$ cat src/rtl/keypad_pkg.sv
// Shared types and key-code constants for the matrix keypad scanner and
// the decimal entry accumulator.
package keypad_pkg;

    typedef enum logic [1:0] {
        SCAN     = 2'd0,
        DEBOUNCE = 2'd1,
        PRESSED  = 2'd2,
        RELEASE  = 2'd3
    } scan_state_t;

    localparam logic [3:0] KEY_A     = 4'd3;
    localparam logic [3:0] KEY_B     = 4'd7;
    localparam logic [3:0] KEY_C     = 4'd11;
    localparam logic [3:0] KEY_POINT = 4'd12;
    localparam logic [3:0] KEY_CLEAR = 4'd14;
    localparam logic [3:0] KEY_ENTER = 4'd15;

    typedef struct packed {
        logic       is_digit;
        logic [3:0] digit;
    } digit_t;

    // Rows 0..2 x cols 0..2 hold 1..9 in telephone order; "0" sits at row 3, col 1.
    function automatic digit_t digit_lookup(input logic [3:0] code);
        digit_t d;
        d.is_digit = 1'b0;
        d.digit    = 4'd0;
        if (code == 4'd13) begin
            d.is_digit = 1'b1;
        end else if (code[1:0] != 2'd3 && code[3:2] != 2'd3) begin
            d.is_digit = 1'b1;
            d.digit    = {2'b00, code[3:2]} * 4'd3 + {2'b00, code[1:0]} + 4'd1;
        end
        return d;
    endfunction

endpackage

$ cat src/rtl/keypad_scan.sv
// 4x4 active-low keypad scanner: tick generator, row synchroniser, column
// rotation and press/release debounce. Emits one key_valid per accepted press.
module keypad_scan #(
    parameter int TICK_CYCLES    = 50000,
    parameter int DEBOUNCE_TICKS = 20
) (
    input  logic       clk,
    input  logic       sys_reset,
    input  logic [3:0] key_row,
    output logic [3:0] key_col,
    output logic [3:0] key_code,
    output logic       key_valid,
    output logic       press,
    output logic [3:0] press_code
);
    import keypad_pkg::*;

    localparam int TW = (TICK_CYCLES > 1) ? $clog2(TICK_CYCLES) : 1;
    localparam int DW = $clog2(DEBOUNCE_TICKS + 1);
    localparam logic [TW-1:0] TICK_LAST = TW'(TICK_CYCLES - 1);
    localparam logic [DW-1:0] DB_LAST   = DW'(DEBOUNCE_TICKS - 1);

    scan_state_t   state, state_nx;
    logic [TW-1:0] tick_cnt;
    logic          tick;
    logic [3:0]    row_meta, row_sync;
    logic          col_on;
    logic [1:0]    col_idx, row_lat, row_first;
    logic [DW-1:0] db_cnt;
    logic          row_hit, row_held, rows_clear;

    always_ff @(posedge clk or negedge sys_reset) begin
        if (!sys_reset) tick_cnt <= '0;
        else            tick_cnt <= tick ? '0 : tick_cnt + TW'(1);
    end
    assign tick = (tick_cnt == TICK_LAST);

    always_ff @(posedge clk or negedge sys_reset) begin
        if (!sys_reset) begin
            row_meta <= 4'hF;
            row_sync <= 4'hF;
        end else begin
            row_meta <= key_row;
            row_sync <= row_meta;
        end
    end

    // Lowest-index low row wins when several keys share the driven column.
    always_comb begin
        row_first = 2'd0;
        for (int r = 3; r >= 0; r--)
            if (!row_sync[r]) row_first = 2'(r);
    end

    assign row_hit    = ~&row_sync;
    assign row_held   = ~row_sync[row_lat];
    assign rows_clear = &row_sync;
    // No column is driven until the first tick after reset.
    assign key_col    = col_on ? ~(4'b0001 << col_idx) : 4'b1111;

    always_ff @(posedge clk or negedge sys_reset) begin
        if (!sys_reset) state <= SCAN;
        else            state <= state_nx;
    end

    always_comb begin
        state_nx = state;
        case (state)
            SCAN:     if (tick && col_on && row_hit) state_nx = DEBOUNCE;
            DEBOUNCE: if (tick) begin
                          if (!row_held)               state_nx = SCAN;
                          else if (db_cnt == DB_LAST)  state_nx = PRESSED;
                      end
            PRESSED:  state_nx = RELEASE;
            RELEASE:  if (tick && rows_clear && db_cnt == DB_LAST) state_nx = SCAN;
            default:  state_nx = SCAN;
        endcase
    end

    always_ff @(posedge clk or negedge sys_reset) begin
        if (!sys_reset) begin
            col_on  <= 1'b0;
            col_idx <= 2'd0;
            row_lat <= 2'd0;
            db_cnt  <= '0;
        end else begin
            case (state)
                SCAN: if (tick) begin
                    if (col_on && row_hit) begin
                        row_lat <= row_first;
                        db_cnt  <= '0;
                    end else begin
                        col_on  <= 1'b1;
                        col_idx <= col_on ? col_idx + 2'd1 : 2'd0;
                    end
                end
                DEBOUNCE: if (tick) begin
                    if (row_held) db_cnt  <= db_cnt + DW'(1);
                    else          col_idx <= col_idx + 2'd1;
                end
                PRESSED: db_cnt <= '0;
                RELEASE: if (tick) db_cnt <= rows_clear ? db_cnt + DW'(1) : '0;
                default: ;
            endcase
        end
    end

    assign press      = (state == PRESSED);
    assign press_code = {row_lat, col_idx};

    always_ff @(posedge clk or negedge sys_reset) begin
        if (!sys_reset) begin
            key_valid <= 1'b0;
            key_code  <= 4'd0;
        end else begin
            key_valid <= press;
            if (press) key_code <= press_code;
        end
    end

endmodule

$ cat src/rtl/keypad_entry.sv
// Keypad entry front end: scans the matrix and accumulates a 0..9999 decimal
// value with a single decimal point, ready for the 4-digit display driver.
module keypad_entry #(
    parameter int TICK_CYCLES    = 50000,
    parameter int DEBOUNCE_TICKS = 20
) (
    input  logic        clk,
    input  logic        sys_reset,
    input  logic [3:0]  key_row,
    output logic [3:0]  key_col,
    output logic [3:0]  key_code,
    output logic        key_valid,
    output logic [15:0] value,
    output logic [3:0]  point,
    output logic        entry_done
);
    import keypad_pkg::*;

    logic        press;
    logic [3:0]  press_code;
    logic [2:0]  count, count_nx;
    logic        new_entry, new_entry_nx;
    logic [15:0] value_nx;
    logic [3:0]  point_nx;
    logic        done_nx;
    logic [16:0] prod;
    digit_t      lk;

    keypad_scan #(
        .TICK_CYCLES   (TICK_CYCLES),
        .DEBOUNCE_TICKS(DEBOUNCE_TICKS)
    ) u_scan (
        .clk       (clk),
        .sys_reset (sys_reset),
        .key_row   (key_row),
        .key_col   (key_col),
        .key_code  (key_code),
        .key_valid (key_valid),
        .press     (press),
        .press_code(press_code)
    );

    // Actions land on the same edge that registers key_valid.
    always_comb begin
        value_nx     = value;
        point_nx     = point;
        count_nx     = count;
        new_entry_nx = new_entry;
        done_nx      = 1'b0;
        prod         = '0;
        lk           = digit_lookup(press_code);
        if (press) begin
            // After ENTER the shown value stays until the next digit or point starts over.
            if ((lk.is_digit || press_code == KEY_POINT) && new_entry) begin
                value_nx     = 16'd0;
                point_nx     = 4'd0;
                count_nx     = 3'd0;
                new_entry_nx = 1'b0;
            end
            if (lk.is_digit) begin
                prod = {1'b0, value_nx} * 17'd10 + {13'd0, lk.digit};
                if (count_nx < 3'd4 && !point_nx[3] && prod <= 17'd9999) begin
                    value_nx = prod[15:0];
                    point_nx = point_nx << 1;
                    count_nx = count_nx + 3'd1;
                end
            end else begin
                case (press_code)
                    KEY_POINT: if (point_nx == 4'd0 && count_nx != 3'd0) point_nx = 4'b0001;
                    KEY_CLEAR: begin
                        value_nx = 16'd0;
                        point_nx = 4'd0;
                        count_nx = 3'd0;
                    end
                    KEY_ENTER: begin
                        done_nx      = 1'b1;
                        new_entry_nx = 1'b1;
                    end
                    KEY_A, KEY_B, KEY_C: ;
                    default: ;
                endcase
            end
        end
    end

    always_ff @(posedge clk or negedge sys_reset) begin
        if (!sys_reset) begin
            value      <= 16'd0;
            point      <= 4'd0;
            count      <= 3'd0;
            new_entry  <= 1'b0;
            entry_done <= 1'b0;
        end else begin
            value      <= value_nx;
            point      <= point_nx;
            count      <= count_nx;
            new_entry  <= new_entry_nx;
            entry_done <= done_nx;
        end
    end

endmodule

$ cat config.mk
export PLATFORM = sky130hd
export DESIGN_NAME = keypad_entry
export DESIGN_NICKNAME = d
export VERILOG_FILES = /design/src/rtl/keypad_pkg.sv /design/src/rtl/keypad_scan.sv /design/src/rtl/keypad_entry.sv
export SDC_FILE = /design/constraint.sdc
export NUM_CORES = 1
export LEC_CHECK = 0
export ABC_AREA = 1
export CORE_MARGIN = 2
export CORE_UTILIZATION = 57
export DETAILED_ROUTE_END_ITERATION = 10
export PLACE_DENSITY = 0.77
export SLEW_MARGIN = 40
export SYNTH_ARGS = -nofsm -noshare
export SYNTH_HDL_FRONTEND = slang
export SYNTH_SLANG_ARGS = --single-unit
$ cat constraint.sdc
create_clock -name clk -period 7.15 [get_ports clk]
set_clock_uncertainty 0.1 [all_clocks]
set_input_delay 1.43 -clock clk [delete_from_list [all_inputs] [get_ports clk]]
set_output_delay 1.43 -clock clk [all_outputs]
set_load 0.01 [all_outputs]
== Yosys cells after proc, flatten, opt, wreduce, memory -nomap -nowiden ==
Index checks and enable logic that the tools add are counted.
Storage, ports and cells
  register bits after elaboration: 66
  bits of input ports: 6
  output and inout bits: 30
  logic and storage cells: 126
Cells by class
  add/subtract/negate cells: 7
  $mul: 2
  order comparisons: 3
  equal/unequal tests: 21
  shift-type cells: 1
  muxes and demuxes: 52
  bitwise gates (word level): 2
  reduce and logical (&&, ||, !) cells: 23
Operators by type and width (count)
  16-bit two-way mux: 6
  5-bit two-way mux: 7
  2-bit two-way mux: 14
  4-bit two-way mux: 7
  5-bit one-hot mux with 4 select lines: 1
  17-bit by 4-bit adder with 17-bit output: 1
  17-bit by 14-bit less-or-equal comparator with 1-bit output, second input constant: 1
  16-bit by 1-bit adder with 16-bit output, second input constant: 1
  16-bit equality test, second input constant: 1
  4-bit equality test, second input constant: 4
  16-bit by 3-bit multiplier with 16-bit output, second input constant: 1
  3-bit two-way mux: 5
  2-bit by 1-bit inequality test with 1-bit output, second input constant: 7
  1-bit logical AND: 10
  5-bit AND reduction: 2
  1-bit two-way mux: 8
  2-bit inequality test, second input constant: 4
  2-bit one-hot mux with 4 select lines: 1
  4-bit one-hot mux with 2 select lines: 1
  4-bit AND reduction: 2
  3-bit AND reduction: 2
  5-bit by 1-bit adder with 5-bit output, second input constant: 1
  5-bit equality test, second input constant: 1
  4-bit by 1-bit adder with 4-bit output, second input constant: 1
  other kinds (20): 22

== Longest topological paths before layout ==
  depth in word-level cells: 15
  mapped depth: 34
  depth with buffers taken out: 32

== Hierarchy ==
From an unflattened synthesis, not the netlist that was laid out.
Second synthesis, totals
  cells, all modules: 755
  area, all modules: 5161.2 um2
By module, submodules not included
  keypad_entry: instances 1, cells an instance 515, area each 3103.0 um2, seq. area each 625.6 um2
  keypad_scan: instances 1, cells an instance 240, area each 2058.2 um2, seq. area each 1036.0 um2

== Worst setup path before layout ==
Ideal clock, no wire load.
  kind: reg2reg
  start: register u_scan.row_lat[0]
  end: register count[0]
  setup time: 0.117 ns
  arrival: 4.130 ns
  data required time: 6.933 ns
  slack: 2.803 ns
  cell stages (with the launch flop): 32
  path buffers: 3
  period minus slack after synthesis: 4.347 ns
  path through: dfrtp_1 -> ha_1 -> nand2_1 -> nand3_2 -> nand2_2 -> clkbuf_1 -> inv_1 -> nor2_1 -> inv_1 -> nor2_1 -> nor2_1 -> ha_1 -> inv_1 -> fa_1 -> inv_1 -> nand2_1 -> nor2_1 -> nand3_1 -> inv_2 -> nand2_1 -> nor2_1 -> nand2_2 -> nor2_2 -> nand3_1 -> nand2_1 -> nand3_2 -> nor2_4 -> buf_6 -> buf_8 -> nand4_1 -> nand3_1 -> nand2_1
On the way
  longest elaborated chain between the ends: 14
  elaborated cells between the ends (all ways): 30
  classes of those cells: 4 x add/sub; 2 x mul; 2 x order compare; 4 x eq/ne; 12 x mux; 6 x reduce/logical
Ends and longest elaborated chain
  start, declared: RTL line keypad_scan.sv:28  | logic [1:0] col_idx, row_lat, row_first;
  start signal, assigned: RTL line keypad_scan.sv:90  | row_lat <= row_first;
  2-bit inequality test: RTL line keypad_pkg.sv:31  | end else if (code[1:0] != 2'd3 && code[3:2] != 2'd3) begin
  1-bit logical AND: RTL line keypad_pkg.sv:31
  5-bit two-way mux: RTL line keypad_pkg.sv:31
  1-bit two-way mux: RTL line keypad_pkg.sv:29  | if (code == 4'd13) begin
  1-bit logical OR: RTL line keypad_entry.sv:54  | if ((lk.is_digit || press_code == KEY_POINT) && new_entry) begin
  1-bit logical AND: RTL line keypad_entry.sv:54
  16-bit two-way mux: RTL line keypad_entry.sv:54
  16-bit two-way mux: RTL line keypad_entry.sv:52  | if (press) begin
  16-bit by 3-bit multiplier with 16-bit output: RTL line keypad_entry.sv:61  | prod = {1'b0, value_nx} * 17'd10 + {13'd0, lk.digit};
  17-bit by 4-bit adder with 17-bit output: RTL line keypad_entry.sv:61
  17-bit by 14-bit less-or-equal comparator with 1-bit output: RTL line keypad_entry.sv:62  | if (count_nx < 3'd4 && !point_nx[3] && prod <= 17'd9999) begin
  1-bit logical AND: RTL line keypad_entry.sv:62
  3-bit two-way mux: RTL line keypad_entry.sv:62
  3-bit two-way mux (*): RTL line keypad_entry.sv:60  | if (lk.is_digit) begin
  end signal, assigned: RTL line keypad_entry.sv:96  | count <= count_nx;
  end, declared: RTL line keypad_entry.sv:21  | logic [2:0] count, count_nx;
Every way passes the cells marked *; elsewhere a longest branch is shown, timed or not. The select of a mux whose other input is x is not followed.
A chain may end at the register's enable or synchronous reset.

== Worst setup path in the final report ==
  start: register u_scan.col_idx[0]
  end: register value[15]
On the way
  longest elaborated chain between the ends: 14
  elaborated cells between the ends (all ways): 28
  classes of those cells: 3 x add/sub; 1 x mul; 2 x order compare; 4 x eq/ne; 12 x mux; 6 x reduce/logical
Ends and longest elaborated chain
  start, declared: RTL line keypad_scan.sv:28
  start signal, assigned: RTL line keypad_scan.sv:94  | col_idx <= col_on ? col_idx + 2'd1 : 2'd0;
  start signal, assigned: RTL line keypad_scan.sv:99  | else col_idx <= col_idx + 2'd1;
  2-bit inequality test: RTL line keypad_pkg.sv:31
  1-bit logical AND: RTL line keypad_pkg.sv:31
  5-bit two-way mux: RTL line keypad_pkg.sv:31
  1-bit two-way mux: RTL line keypad_pkg.sv:29
  1-bit logical OR: RTL line keypad_entry.sv:54
  1-bit logical AND: RTL line keypad_entry.sv:54
  16-bit two-way mux: RTL line keypad_entry.sv:54
  16-bit two-way mux: RTL line keypad_entry.sv:52
  16-bit by 3-bit multiplier with 16-bit output: RTL line keypad_entry.sv:61
  17-bit by 4-bit adder with 17-bit output: RTL line keypad_entry.sv:61
  17-bit by 14-bit less-or-equal comparator with 1-bit output: RTL line keypad_entry.sv:62
  1-bit logical AND: RTL line keypad_entry.sv:62
  16-bit two-way mux: RTL line keypad_entry.sv:62
  16-bit two-way mux (*): RTL line keypad_entry.sv:60
  end signal, assigned: RTL line keypad_entry.sv:94  | value <= value_nx;
  end, declared: RTL line keypad_entry.sv:13  | output logic [15:0] value,
Marks and branches as above.

==> reports/results.ini <==
[placed_design]
port_buffers = 35
place_area_um2 = 5690
dp_hpwl_um = 9830
pre_cts_slack_ns = 1.88
globalplace.congestion = 0.921

[cells_and_area]
layout_common_cells = nand2_1 (226), inv_1 (120), nor2_1 (88), nand3_1 (58), dfrtp_1 (58)
fin_util_pct = 65.2
diodes = 0
finalInstanceArea_um2 = 5940
fill_cells = 804
drive_gt1_share_pct = 8.96
final_common_cell = nand2_1
nets = 862
areaGrowthSynthToFinish_pct = 12.5

[timing]
finalSetupViolCount = 0
rsz0062_at_grt = false
fin_tns_setup_ns = 0
post-route-period-util_pct = 75.7
tightestPinTransition_ns = 0.730
layout_min_cycle_time_ns = 5.41
slew_headroom_pct = 51.2
drv_slew = 0
hold_violations = 0
setup_ws_ns = 1.74
fmax_ghz = 0.185

[worst_setup_path]
critPathKind = reg2reg
critPathMostFrequentCell = nand2_1
worstPathRequired_ns = 7.29
cp-start-kind = flop
end_kind = flop
slowest_delay_ns = 0.46
slowest_stage = dfrtp_1
crit_arrival_ns = 5.56
path_max_fanout = 24

[clock_tree]
cts_buffers = 9
hold_buffers = 0
cts_root_buf = clkbuf_8
cts_max_path_buffers = 2
insertion_delay_ns = 0.35
cts_tree = yes
numClockSinks = 66
cts_resized = 0
htree_levels = 3
post_cts_buffers = 0
clk_pin_slew_worst_paths_ns = 0.08

[floorplan]
die_h_um = 100
rows = 35
die_area_um2 = 10100
ios = 36
die_x_um = 100
initial_core_util_pct = 58.0
core_um2 = 9110

[yosys]
syn_inst = 788
syn_area_per_cell_um2 = 6.70
synth-main-ff-cell = dfrtp_1
synth.cell_area_um2 = 5280
async_reset_ff_share_pct = 100
yosysWarnings = 0
synth_seq_area_share_pct = 31.5
synth_edf_count = 0
ys_types = 45
synth-seq-cells = 66
syn_nets = 829

[routing]
avgRoutedWirePerCell_um = 14.1
drt-total-wl_um = 13200
first_pass_iters = 5
drtIter0Drc = 332
via_per_inst = 5.46
num_vias = 5115
ant_nets = 0
drcViolationCount = 0

[power_and_ir_drop]
leakagePower_nw = 3.18
peakVddDrop_mv = 0.164
power_density_nw_per_um2 = 132

[global_route]
grt_overflow = 0
grt_pass1_wl_um = 22500
grt_pass1_vias = 4966
grt.total_usage_pct = 27.9
antenna_found_initial = 0
grt_max_degree = 67

[flow_run]
max_cap_violations = 0

[min_path]
hold_class = reg2reg

[outcome]
outcome = finished clean

## report_power, final
| part | leakage, nW | internal [mW] | switching, mW | total [mW] |
|---|---|---|---|---|
| registers | 0.880 | 0.377 | 0.00175 | 0.379 |
| logic | 2.18 | 0.00322 | 0.00847 | 0.0117 |
| clock network | 0.123 | 0.242 | 0.154 | 0.396 |
## cell type report
class	count	area, µm²	area share (%)
inverters	129	484	8.15
clock buffers	10	138	2.32
multi-input cells	578	3050	51.2
clock inverters	6	111	1.87
flip-flops and latches	66	1660	28.0
well taps	111	139	2.34
repair buffers	37	364	6.13
## flip-flops by register name (all words and copies together), names as in the netlist, named ones only
signal	count
u_scan.col_idx	2
u_scan.row_meta	4
value	16
u_scan.tick_cnt	16
u_scan.row_lat	2
new_entry	1
u_scan.db_cnt	5
u_scan.key_valid	1
u_scan.key_code	4
u_scan.state	1
entry_done	1
count	3
u_scan.row_sync	4
u_scan.col_on	1
point	4
## path summary, 6_finish.rpt
| path | from | to | slack [ns] | cells past startpoint |
|---|---|---|---|---|
| setup / recovery | u_scan.col_idx[0] | value[15] | 1.74 | 30 |
| hold / removal | u_scan.row_meta[0] | u_scan.row_sync[0] | 0.26 | 0 |
| setup reg to reg | u_scan.col_idx[0] | value[15] | 1.74 | 30 |
| hold reg to reg | u_scan.row_meta[0] | u_scan.row_sync[0] | 0.26 | 0 |
| max in group asynchronous | sys_reset | u_scan.state[0] | 5.46 | 2 |
| min in group asynchronous | sys_reset | value[13] | 1.05 | 2 |
## per-stage QoR
step	hold WS (ns)	instances	power (mW)
floorplan	0.245	788	0.387
global placement	0.249	921	0.398
detailed placement	0.249	921	0.398
CTS	0.260	937	0.792
global route	0.262	937	0.811
finish	0.258	937	0.787
## cell families (layout without fill, tap and decap cells)
logic type | count (synthesis) | in the layout | synth area share (%)
AOI/OAI and AO/OA | 93 | 93 | 9.88
xor gates and xnor gates | 13 | 13 | 2.65
buffers and inverters | 144 | 182 | 11.0
DFF | 66 | 66 | 31.5
and+or+nand+nor | 437 | 437 | 36.3
adders and majority gates | 35 | 35 | 8.72
## synthesized netlist by cell type, types with 2 or more instances
cell type | n | area, µm²
xor2_1 | 9 | 78.8
a21oi_1 | 34 | 170
nand2_2 | 15 | 93.8
nor2_2 | 5 | 31.3
inv_2 | 9 | 33.8
nor4_1 | 2 | 12.5
ha_1 | 32 | 400
o21ai_0 | 37 | 185
nand4_1 | 12 | 75.1
nand3b_1 | 7 | 52.6
a31oi_1 | 5 | 31.3
dfrtp_1 | 58 | 1450
nor2_4 | 2 | 22.5
nand2_4 | 3 | 33.8
fa_1 | 3 | 60.1
clkbuf_1 | 7 | 26.3
nand2_1 | 227 | 852
o22ai_1 | 2 | 12.5
xnor2_1 | 2 | 17.5
a21oi_2 | 3 | 26.3
buf_6 | 4 | 45.0
nor3b_1 | 2 | 15.0
nand3_2 | 3 | 30.0
buf_1 | 2 | 7.51
and2_1 | 2 | 12.5
nand3_1 | 58 | 290
inv_1 | 120 | 450
nor3_1 | 9 | 45.0
dfstp_2 | 8 | 210
o21bai_1 | 4 | 30.0
nor2_1 | 88 | 330
## worst max-delay path, delay by kind of cell (launching register included)
| family | cells | cell delay (ns) |
|---|---|---|
| and+or+nand+nor | 20 | 2.98 |
| adders and majority gates | 3 | 0.87 |
| buffers and inverters | 6 | 0.77 |
| DFF | 1 | 0.46 |
| AOI/OAI and AO/OA | 1 | 0.11 |
## metal layers
layer / up-vias / part of all wire [%] / track usage, %
met1: 2396 / 41 / 32.4
li1: 2564 / - / -
met5: - / 0 / 0
met2: 125 / 53 / 50.9
met3: 30 / 3.4 / 3.27
met4: 0 / 3.2 / 13.3
Power figures use the tool's default switching activity.
